File: src/rtl/fp_div_seq_if.sv
// rtl/fp_div_seq_if.sv - start/busy/done handshake, operands, quotient and flags of fp_div_seq
//
// Signals:
//   start                    request, sampled by the divider only while idle
//   a, b                     dividend and divisor (W = 1+EXP_W+MAN_W bits)
//   result                   quotient, held until the next accepted start
//   busy, done               busy outside IDLE; done is a one-cycle result-valid pulse
//   div_by_zero, invalid,
//   overflow, underflow      exception flags, valid with done and held afterwards
// Modports: master (requester side), slave (divider side).
interface fp_div_seq_if #(
    parameter int EXP_W = 8,
    parameter int MAN_W = 23
);
    localparam int W = 1 + EXP_W + MAN_W;

    logic         start;
    logic [W-1:0] a;
    logic [W-1:0] b;
    logic [W-1:0] result;
    logic         busy;
    logic         done;
    logic         div_by_zero;
    logic         invalid;
    logic         overflow;
    logic         underflow;

    modport master (
        output start, a, b,
        input  result, busy, done, div_by_zero, invalid, overflow, underflow
    );

    modport slave (
        input  start, a, b,
        output result, busy, done, div_by_zero, invalid, overflow, underflow
    );
endinterface

File: src/rtl/fp_div_seq.sv
// rtl/fp_div_seq.sv - multi-cycle IEEE-754 divider, restoring mantissa divide, RNE, flush-to-zero
//
// Ports:
//   clk   rising-edge clock
//   rst   synchronous active-high reset; aborts any operation in flight
//   bus   fp_div_seq_if.slave: start/a/b in; result/busy/done and the
//         div_by_zero/invalid/overflow/underflow flags out
// Normal operands finish MAN_W+5 edges after the start-sampling edge,
// special operands after 2.
module fp_div_seq #(
    parameter int EXP_W = 8,
    parameter int MAN_W = 23
) (
    input  logic         clk,
    input  logic         rst,
    fp_div_seq_if.slave  bus
);
    localparam int W    = 1 + EXP_W + MAN_W;
    localparam int BIAS = (1 << (EXP_W - 1)) - 1;
    localparam int QW   = MAN_W + 3;            // quotient bits: integer, MAN_W fraction, guard, extra
    localparam int RW   = MAN_W + 2;            // remainder stays below 2*den
    localparam int XW   = EXP_W + 2;            // signed working exponent
    localparam int CW   = $clog2(MAN_W + 4);

    localparam logic signed [XW-1:0] EXP_MAX = XW'((1 << EXP_W) - 1);

    typedef enum logic [2:0] {
        S_IDLE,
        S_PREP,
        S_DIV,
        S_NORM,
        S_DONE
    } state_t;

    state_t                  state_q, state_d;
    logic [W-1:0]            a_q, a_d, b_q, b_d;
    logic [RW-1:0]           rem_q, rem_d;
    logic [MAN_W:0]          den_q, den_d;
    logic [QW-1:0]           q_q, q_d;
    logic signed [XW-1:0]    exp_q, exp_d;
    logic [CW-1:0]           cnt_q, cnt_d;
    logic                    sign_q, sign_d;
    logic [W-1:0]            result_q, result_d;
    logic                    dz_q, dz_d, inv_q, inv_d, ovf_q, ovf_d, unf_q, unf_d;

    // operand fields
    logic [EXP_W-1:0]        ea, eb;
    logic [MAN_W-1:0]        fa, fb;
    logic                    a_zero, b_zero, a_inf, b_inf, a_nan, b_nan;

    // one restoring-division step, shared by PREP (first bit) and DIV
    logic [RW-1:0]           step_in, step_sub, step_next;
    logic [MAN_W:0]          step_den;
    logic                    step_ge;

    // normalise/round
    logic                    norm_hi, norm_guard, norm_sticky, norm_inc;
    logic [MAN_W-1:0]        norm_frac;
    logic [MAN_W:0]          norm_rnd;
    logic signed [XW-1:0]    norm_exp;

    assign ea = a_q[W-2 -: EXP_W];
    assign eb = b_q[W-2 -: EXP_W];
    assign fa = a_q[MAN_W-1:0];
    assign fb = b_q[MAN_W-1:0];

    // exponent 0 covers denormals too, so they are flushed to zero here
    assign a_zero = (ea == '0);
    assign b_zero = (eb == '0);
    assign a_inf  = (ea == '1) && (fa == '0);
    assign b_inf  = (eb == '1) && (fb == '0);
    assign a_nan  = (ea == '1) && (fa != '0);
    assign b_nan  = (eb == '1) && (fb != '0);

    always_comb begin
        // PREP produces the first quotient bit directly from the hidden-bit
        // mantissas so that DIV needs only MAN_W+2 further cycles.
        step_in   = (state_q == S_PREP) ? {2'b01, fa} : rem_q;
        step_den  = (state_q == S_PREP) ? {1'b1, fb}  : den_q;
        step_ge   = (step_in >= {1'b0, step_den});
        step_sub  = step_ge ? (step_in - {1'b0, step_den}) : step_in;
        step_next = step_sub << 1;

        // quotient lies in (0.5, 2): either bit QW-1 or QW-2 is the leading one
        norm_hi     = q_q[QW-1];
        norm_frac   = norm_hi ? q_q[MAN_W+1:2] : q_q[MAN_W:1];
        norm_guard  = norm_hi ? q_q[1] : q_q[0];
        norm_sticky = (norm_hi & q_q[0]) | (rem_q != '0);
        norm_inc    = norm_guard & (norm_sticky | norm_frac[0]);
        norm_rnd    = {1'b0, norm_frac} + {{MAN_W{1'b0}}, norm_inc};
        // a fraction carry-out leaves norm_rnd[MAN_W-1:0] all zero, which is
        // exactly the mantissa of the next binade
        norm_exp    = exp_q
                    - $signed({{(XW-1){1'b0}}, ~norm_hi})
                    + $signed({{(XW-1){1'b0}}, norm_rnd[MAN_W]});

        state_d  = state_q;
        a_d      = a_q;
        b_d      = b_q;
        rem_d    = rem_q;
        den_d    = den_q;
        q_d      = q_q;
        exp_d    = exp_q;
        cnt_d    = cnt_q;
        sign_d   = sign_q;
        result_d = result_q;
        dz_d     = dz_q;
        inv_d    = inv_q;
        ovf_d    = ovf_q;
        unf_d    = unf_q;

        case (state_q)
            S_IDLE: begin
                if (bus.start) begin
                    a_d     = bus.a;
                    b_d     = bus.b;
                    dz_d    = 1'b0;
                    inv_d   = 1'b0;
                    ovf_d   = 1'b0;
                    unf_d   = 1'b0;
                    state_d = S_PREP;
                end
            end
            S_PREP: begin
                sign_d  = a_q[W-1] ^ b_q[W-1];
                state_d = S_DONE;
                if (a_nan || b_nan || (a_zero && b_zero) || (a_inf && b_inf)) begin
                    result_d = {1'b0, {EXP_W{1'b1}}, 1'b1, {(MAN_W-1){1'b0}}};
                    inv_d    = 1'b1;
                end else if (a_inf) begin
                    result_d = {sign_d, {EXP_W{1'b1}}, {MAN_W{1'b0}}};
                end else if (b_inf) begin
                    result_d = {sign_d, {(W-1){1'b0}}};
                end else if (b_zero) begin
                    result_d = {sign_d, {EXP_W{1'b1}}, {MAN_W{1'b0}}};
                    dz_d     = 1'b1;
                end else if (a_zero) begin
                    result_d = {sign_d, {(W-1){1'b0}}};
                end else begin
                    den_d   = {1'b1, fb};
                    exp_d   = XW'(ea) - XW'(eb) + XW'(BIAS);
                    q_d     = {step_ge, {(QW-1){1'b0}}};
                    rem_d   = step_next;
                    cnt_d   = CW'(1);
                    state_d = S_DIV;
                end
            end
            S_DIV: begin
                q_d   = q_q | ({{(QW-1){1'b0}}, step_ge} << (CW'(QW - 1) - cnt_q));
                rem_d = step_next;
                cnt_d = cnt_q + CW'(1);
                if (cnt_q == CW'(MAN_W + 2)) begin
                    state_d = S_NORM;
                end
            end
            S_NORM: begin
                state_d = S_DONE;
                if (norm_exp >= EXP_MAX) begin
                    result_d = {sign_q, {EXP_W{1'b1}}, {MAN_W{1'b0}}};
                    ovf_d    = 1'b1;
                end else if (norm_exp[XW-1] || (norm_exp == '0)) begin
                    result_d = {sign_q, {(W-1){1'b0}}};
                    unf_d    = 1'b1;
                end else begin
                    result_d = {sign_q, norm_exp[EXP_W-1:0], norm_rnd[MAN_W-1:0]};
                end
            end
            S_DONE: begin
                state_d = S_IDLE;
            end
            default: begin
                state_d = S_IDLE;
            end
        endcase
    end

    always_ff @(posedge clk) begin
        if (rst) begin
            state_q  <= S_IDLE;
            a_q      <= '0;
            b_q      <= '0;
            rem_q    <= '0;
            den_q    <= '0;
            q_q      <= '0;
            exp_q    <= '0;
            cnt_q    <= '0;
            sign_q   <= 1'b0;
            result_q <= '0;
            dz_q     <= 1'b0;
            inv_q    <= 1'b0;
            ovf_q    <= 1'b0;
            unf_q    <= 1'b0;
        end else begin
            state_q  <= state_d;
            a_q      <= a_d;
            b_q      <= b_d;
            rem_q    <= rem_d;
            den_q    <= den_d;
            q_q      <= q_d;
            exp_q    <= exp_d;
            cnt_q    <= cnt_d;
            sign_q   <= sign_d;
            result_q <= result_d;
            dz_q     <= dz_d;
            inv_q    <= inv_d;
            ovf_q    <= ovf_d;
            unf_q    <= unf_d;
        end
    end

    assign bus.result      = result_q;
    assign bus.busy        = (state_q != S_IDLE);
    assign bus.done        = (state_q == S_DONE);
    assign bus.div_by_zero = dz_q;
    assign bus.invalid     = inv_q;
    assign bus.overflow    = ovf_q;
    assign bus.underflow   = unf_q;
endmodule
File: src/flat_wrapper.sv
// flat-port wrapper written by rule: the top's interface ports become plain ports
module fp_div_seq_flat 
#(
    parameter int EXP_W = 8,
    parameter int MAN_W = 23
)
  (clk, rst, bus_start, bus_a, bus_b, bus_result, bus_busy, bus_done, bus_div_by_zero, bus_invalid, bus_overflow, bus_underflow);
  fp_div_seq_if #(.EXP_W(EXP_W), .MAN_W(MAN_W)) bus_i ();
  input  logic clk;
  input  logic rst;
  input wire logic [$bits(bus_i.start)-1:0] bus_start;
  input wire logic [$bits(bus_i.a)-1:0] bus_a;
  input wire logic [$bits(bus_i.b)-1:0] bus_b;
  output wire logic [$bits(bus_i.result)-1:0] bus_result;
  output wire logic [$bits(bus_i.busy)-1:0] bus_busy;
  output wire logic [$bits(bus_i.done)-1:0] bus_done;
  output wire logic [$bits(bus_i.div_by_zero)-1:0] bus_div_by_zero;
  output wire logic [$bits(bus_i.invalid)-1:0] bus_invalid;
  output wire logic [$bits(bus_i.overflow)-1:0] bus_overflow;
  output wire logic [$bits(bus_i.underflow)-1:0] bus_underflow;
  assign bus_i.start = bus_start;
  assign bus_i.a = bus_a;
  assign bus_i.b = bus_b;
  assign bus_result = bus_i.result;
  assign bus_busy = bus_i.busy;
  assign bus_done = bus_i.done;
  assign bus_div_by_zero = bus_i.div_by_zero;
  assign bus_invalid = bus_i.invalid;
  assign bus_overflow = bus_i.overflow;
  assign bus_underflow = bus_i.underflow;
  fp_div_seq #(.EXP_W(EXP_W), .MAN_W(MAN_W)) u_core (.clk(clk), .rst(rst), .bus(bus_i));
endmodule
File: config.mk
export PLATFORM = sky130hd
export DESIGN_NAME = fp_div_seq_flat
export DESIGN_NICKNAME = d
export VERILOG_FILES = /design/src/rtl/fp_div_seq_if.sv /design/src/rtl/fp_div_seq.sv /design/src/flat_wrapper.sv
export SDC_FILE = /design/constraint.sdc
export NUM_CORES = 1
export LEC_CHECK = 0
export ABC_AREA = 1
export CAP_MARGIN = 10
export CORE_ASPECT_RATIO = 2
export CORE_MARGIN = 3
export CORE_UTILIZATION = 60
export CTS_BUF_LIST = sky130_fd_sc_hd__clkbuf_8
export CTS_CLUSTER_DIAMETER = 200
export DETAILED_ROUTE_END_ITERATION = 12
export PLACE_DENSITY_LB_ADDON = 0.08
export SLEW_MARGIN = 20
export SYNTH_ARGS = -nofsm -noshare
export SYNTH_HDL_FRONTEND = slang
export SYNTH_SLANG_ARGS = --single-unit
File: constraint.sdc
create_clock -name clk -period 4.2 [get_ports clk]
set_input_delay 0.84 -clock clk [delete_from_list [all_inputs] [get_ports clk]]
set_output_delay 0.84 -clock clk [all_outputs]
set_load 0.01 [all_outputs]
# Yosys cells after proc, flatten, opt, wreduce, memory -nomap -nowiden
# Index checks and enable logic that the tools add are counted.
# op_classes
n_addsub	8
n_lt_le_gt_ge	2
n_eq_ne	20
n_shift	1
muxes	52
n_bitwise	12
n_reduce_logical	33
# op_table
op	count
$mux 32	5
$mux 25	6
$mux 26	5
$pmux 32 s2	1
$mux 31	2
$pmux 26 s2	1
$pmux 25 s2	1
$mux 24	2
$logic_not 23->1	2
$reduce_bool 23->1	2
$or 26x26->26	1
$shl 1x5->26	1
$ge 25x24->1	1
$mux 5	5
$reduce_bool 25->1	1
$add 23x1->24	1
$sub 24x24->24	1
$mux 23	1
$mux 3	7
$reduce_and 6->1	3
$eq 8x8->1 const B	2
$logic_not 8->1	2
$ne 2x2->1 const B	8
$pmux 3 s4	1
other kinds (29)	66
# totals
reg_bits	194
in_bits	67
output_inout_bits	38
word_cells	142

# Longest topological paths before layout
# logic_depth
ltp_word	11
depth_mapped	29
ltp_nobuf	28

# Worst setup path after synthesis
# No wires, ideal clock.
# synth_path
path_kind	register -> register
from	reg u_core.q_q[25]
to	reg u_core.result_q[0], in the netlist u_core.bus.result[0]
setup_time_ns	0.134
arrival_ns	3.338
required_ns	4.066
slack_ns	0.728
path_stages_with_launch	27
n_path_buf	2
period_less_slack_ns	3.472
cell_sequence	dfxtp_1 buf_6 o21ai_2 nand2_2 nor2_2 nand3_1 nor2_2 nand4_1 nor3_2 nand3_1 nor3_2 ha_1 inv_1 fa_1 inv_1 nand3_1 nand2_1 nand2_1 nand3_1 nand2_1 nor2_1 nand3_4 nand2_4 nor2_8 buf_6 nand3_1 a21oi_1
# synth_via
elab_chain_len	11
elab_cells_between_ends	16
cone_classes	add/sub (3); order compare (1); mux (5); bitwise (5); reduce/logical (2)
# synth_rtl
element	line_no	text
from (decl)	fp_div_seq.sv:39	logic [QW-1:0] q_q, q_d;
from (signal assigned)	fp_div_seq.sv:199	q_q <= q_d;
branches (longest 9 deep; another with $add 23x1->24)	-	
$mux 31 (*)	fp_div_seq.sv:158	if (norm_exp >= EXP_MAX) begin
$pmux 32 s2 (*)	fp_div_seq.sv:112	case (state_q)
to (signal assigned)	fp_div_seq.sv:203	result_q <= result_d;
to (decl)	fp_div_seq.sv:43	logic [W-1:0] result_q, result_d;
# Every way passes the cells marked *.
# A chain may end at the register's enable or synchronous reset.

# Worst setup path after layout
# layout_path
from	reg u_core.q_q[25]
to	reg u_core.result_q[9], in the netlist u_core.bus.result[9]
# Same word-level chain as after synthesis.

==> run metrics <==
reg-to-reg startpoint=u_core.q_q[25]; Sw Ratio=54.5%; Worst EP required=4.60 ns; EDFF count, synth=0; core area=19500 sq um; Clock Skew=0.0184 ns; Most used DFF post-synth=dfxtp_1; I/O Buffers=104; Crit. End Element=flop; Final Hold Viols=0; fin crit share=96.0%; Max Cap Viol=0; Inserted Clock Buffers=17; Post-synth ARST share=0%; remaining global-route overflow=0; syn avg cell area=6.71 sq um; most numerous cell in the Yosys netlist=nand2_1; die area=21700 sq um; P_int=5970 uW; number of fill cells=1794; Critical Path AT=4.44 ns; dpl cell area=13200 sq um; Psw=7140 uW; area grow syn2layout=14.9%; Slew HR=32.2%; hold_buf cts=0; total number of vias=12196; CTS max path bufs=2; remaining routing DRC violations=0; Initial DRT Pass Iterations=6; Yosys warning total=0; Die H=205 um; ANT cells=0; startpoint type of the worst setup path=flop; clock power share=9.1%; leading area contributor after synthesis=dfxtp_1; Comb pwr share=71.0%; first-pass GRT wire length=60.3 mm; vias in the first global route=11937; worst-path maximum fanout=15; area of the multi-input gates=6820 sq um; placed cells=2095; aggregate routed wire length=39.0 mm; design area=13700 sq um; register area=3870 sq um; Slew Viols, Final=0; Post-Synthesis Cell Area=11900 sq um; Hold Crit Class=flop to flop; fin cells=2134; Cell Rows=72; Die X=106 um; Routed Antenna Nets=0; clk slew on worst S/H paths=0.10 ns; crit path kind=flop to flop; Vias per Instance=5.72; gpl congestion=0.998; worst skew pair latency=0.48 ns; Distinct cells, synth=48; most frequent cells after synthesis=nand2_1, inv_1, dfxtp_1; Area contributors post-synth=dfxtp_1, nand2_1, o21ai_0; Seq pwr share=19.8%; Peak VDD IR=768 uV; Least-Margin Pin Slew=1.01 ns; P_leak=0.00582 uW; CTS tree=done; f_max=0.248 GHz; crit path time final=4.03 ns; CP Launch Point=u_core.q_q[25]; 1st-iter DRT viols=849; final setup vio count=0; WL per Instance=18.3 um; Yosys top cell area share=32.4%; initial antenna violation count=0; GRT Overall Usage=36.1%; Starting Density=61.3%; pin count of the biggest net entering global routing=90; Final #Nets=1979; root buffer cell=clkbuf_8; Final HPWL DP=29.9 mm; Setup TNS=0 ns; H-tree depth=4; Seq/Total Area, Yosys=32.4%; PD cells=956 nW/um^2; flops & latches, synth=193; run status=complete, no violations; Ports=105; clock sinks=193; Post-Syn Instances=1778; post-synthesis net count=1895; layout cells sized above 1=9.60%; Hold Startpoint=u_core.bus.result[11]
## stage by stage
stage | hold slack, ns | util (%) | total power (uW) | worst slack (ns)
5_1_grt | 0.487 | 70.4 | 14300 | -0.113
6_report | 0.467 | 70.4 | 13100 | 0.167
3_3_place_gp | 0.447 | 67.7 | 11500 | 0.0937
4_1_cts | 0.468 | 69.7 | 12800 | 0.144
3_5_place_dp | 0.454 | 67.7 | 11600 | -0.0150
2_1_floorplan | 0.435 | - | 9180 | 0.728
## layout make-up
cell class,instances,area share (%)
clock buffer,17,1.71
clock inverter,15,1.07
inverter,248,6.84
multi-input combinational,1263,49.7
sequential,193,28.2
tap,259,2.37
timing repair buffer,139,10.1
## metal layers
layer	vias to the layer above	part of all wire (%)	track usage, %
met3	184	3.7	5.12
met4	0	11	32.6
li1	5976	-	-
met2	429	55	70.1
met1	5607	31	30.8
met5	-	0	0
## power groups by stage
| stage | clock (uW) | sequential, uW | combinational (uW) |
|---|---|---|---|
| finish | 1200 | 2600 | 9310 |
| global route | 1270 | 2640 | 10300 |
| CTS | 1210 | 2600 | 9020 |
| detailed placement | 0 | 2640 | 8960 |
| global placement | 0 | 2630 | 8860 |
| floorplan | 0 | 2550 | 6620 |
## critical path, stage by stage (launching register included)
cell and delay [ns]:
dfxtp_4 0.38, buf_6 0.17, o21ai_2 0.19, nand2_2 0.09, nor2_2 0.14, nand3_2 0.09
nor2_2 0.12, nand4_1 0.23, nor3_2 0.23, nand3_1 0.10, nor3_2 0.14, ha_2 0.22
inv_1 0.05, fa_1 0.37, inv_1 0.12, nand3_2 0.10, nand2_2 0.10, nand2_1 0.06
nand2_1 0.06, nand2_1 0.05, nand2_2 0.08, nor2_2 0.06, nand3_4 0.15, nand2_8 0.11
nor2_4 0.20, nand3_1 0.13, a21oi_1 0.18
## state kept, by name, summed over array words and instances (netlist names), 3 cells and up
signal	cells
u_core.a_q	32
u_core.b_q	32
u_core.bus.result	32
u_core.q_q	26
u_core.den_q	24
u_core.rem_q	24
u_core.exp_q	10
u_core.cnt_q	5
u_core.state_q	3
## layout by cell type (no fill, tap or decap), types with 35 or more instances in the layout
master	n
nor2_1	157
inv_1	228
dfxtp_1	192
o21ai_0	173
nand3_1	125
ha_1	46
nand4_1	35
a21oi_1	170
clkdlybuf4s50_1	103
nand2_1	334
## worst paths after layout
path	slack, ns	depth (start not counted)	to
hold / removal	0.47	2	u_core.bus.result[11]
hold reg to reg	0.47	2	u_core.bus.result[11]
setup / recovery	0.17	26	u_core.bus.result[9]
setup reg to reg	0.17	26	u_core.bus.result[9]
## logic make-up (layout without fill, tap and decap cells)
| logic type | Yosys count | in the layout | synth area share, % |
|---|---|---|---|
| AO/OA/AOI/OAI | 414 | 414 | 18.7 |
| XOR/XNOR | 42 | 42 | 3.08 |
| adder cells (fa/ha/maj) | 50 | 50 | 5.43 |
| buffers and inverters | 325 | 419 | 11.2 |
| flip-flops | 193 | 193 | 32.4 |
| multiplexers | 2 | 2 | 0.168 |
| AND/OR/NAND/NOR | 752 | 755 | 28.9 |
## repair_timing
action	in CTS	in global routing
endpoints found under the setup margin	22	31
pin swaps	0	11
endpoints found under the hold margin	0	0
resized for setup	1	14
gates cloned	0	3
setup buffers	0	4
Note: power is estimated with default switching activity, not from simulation.
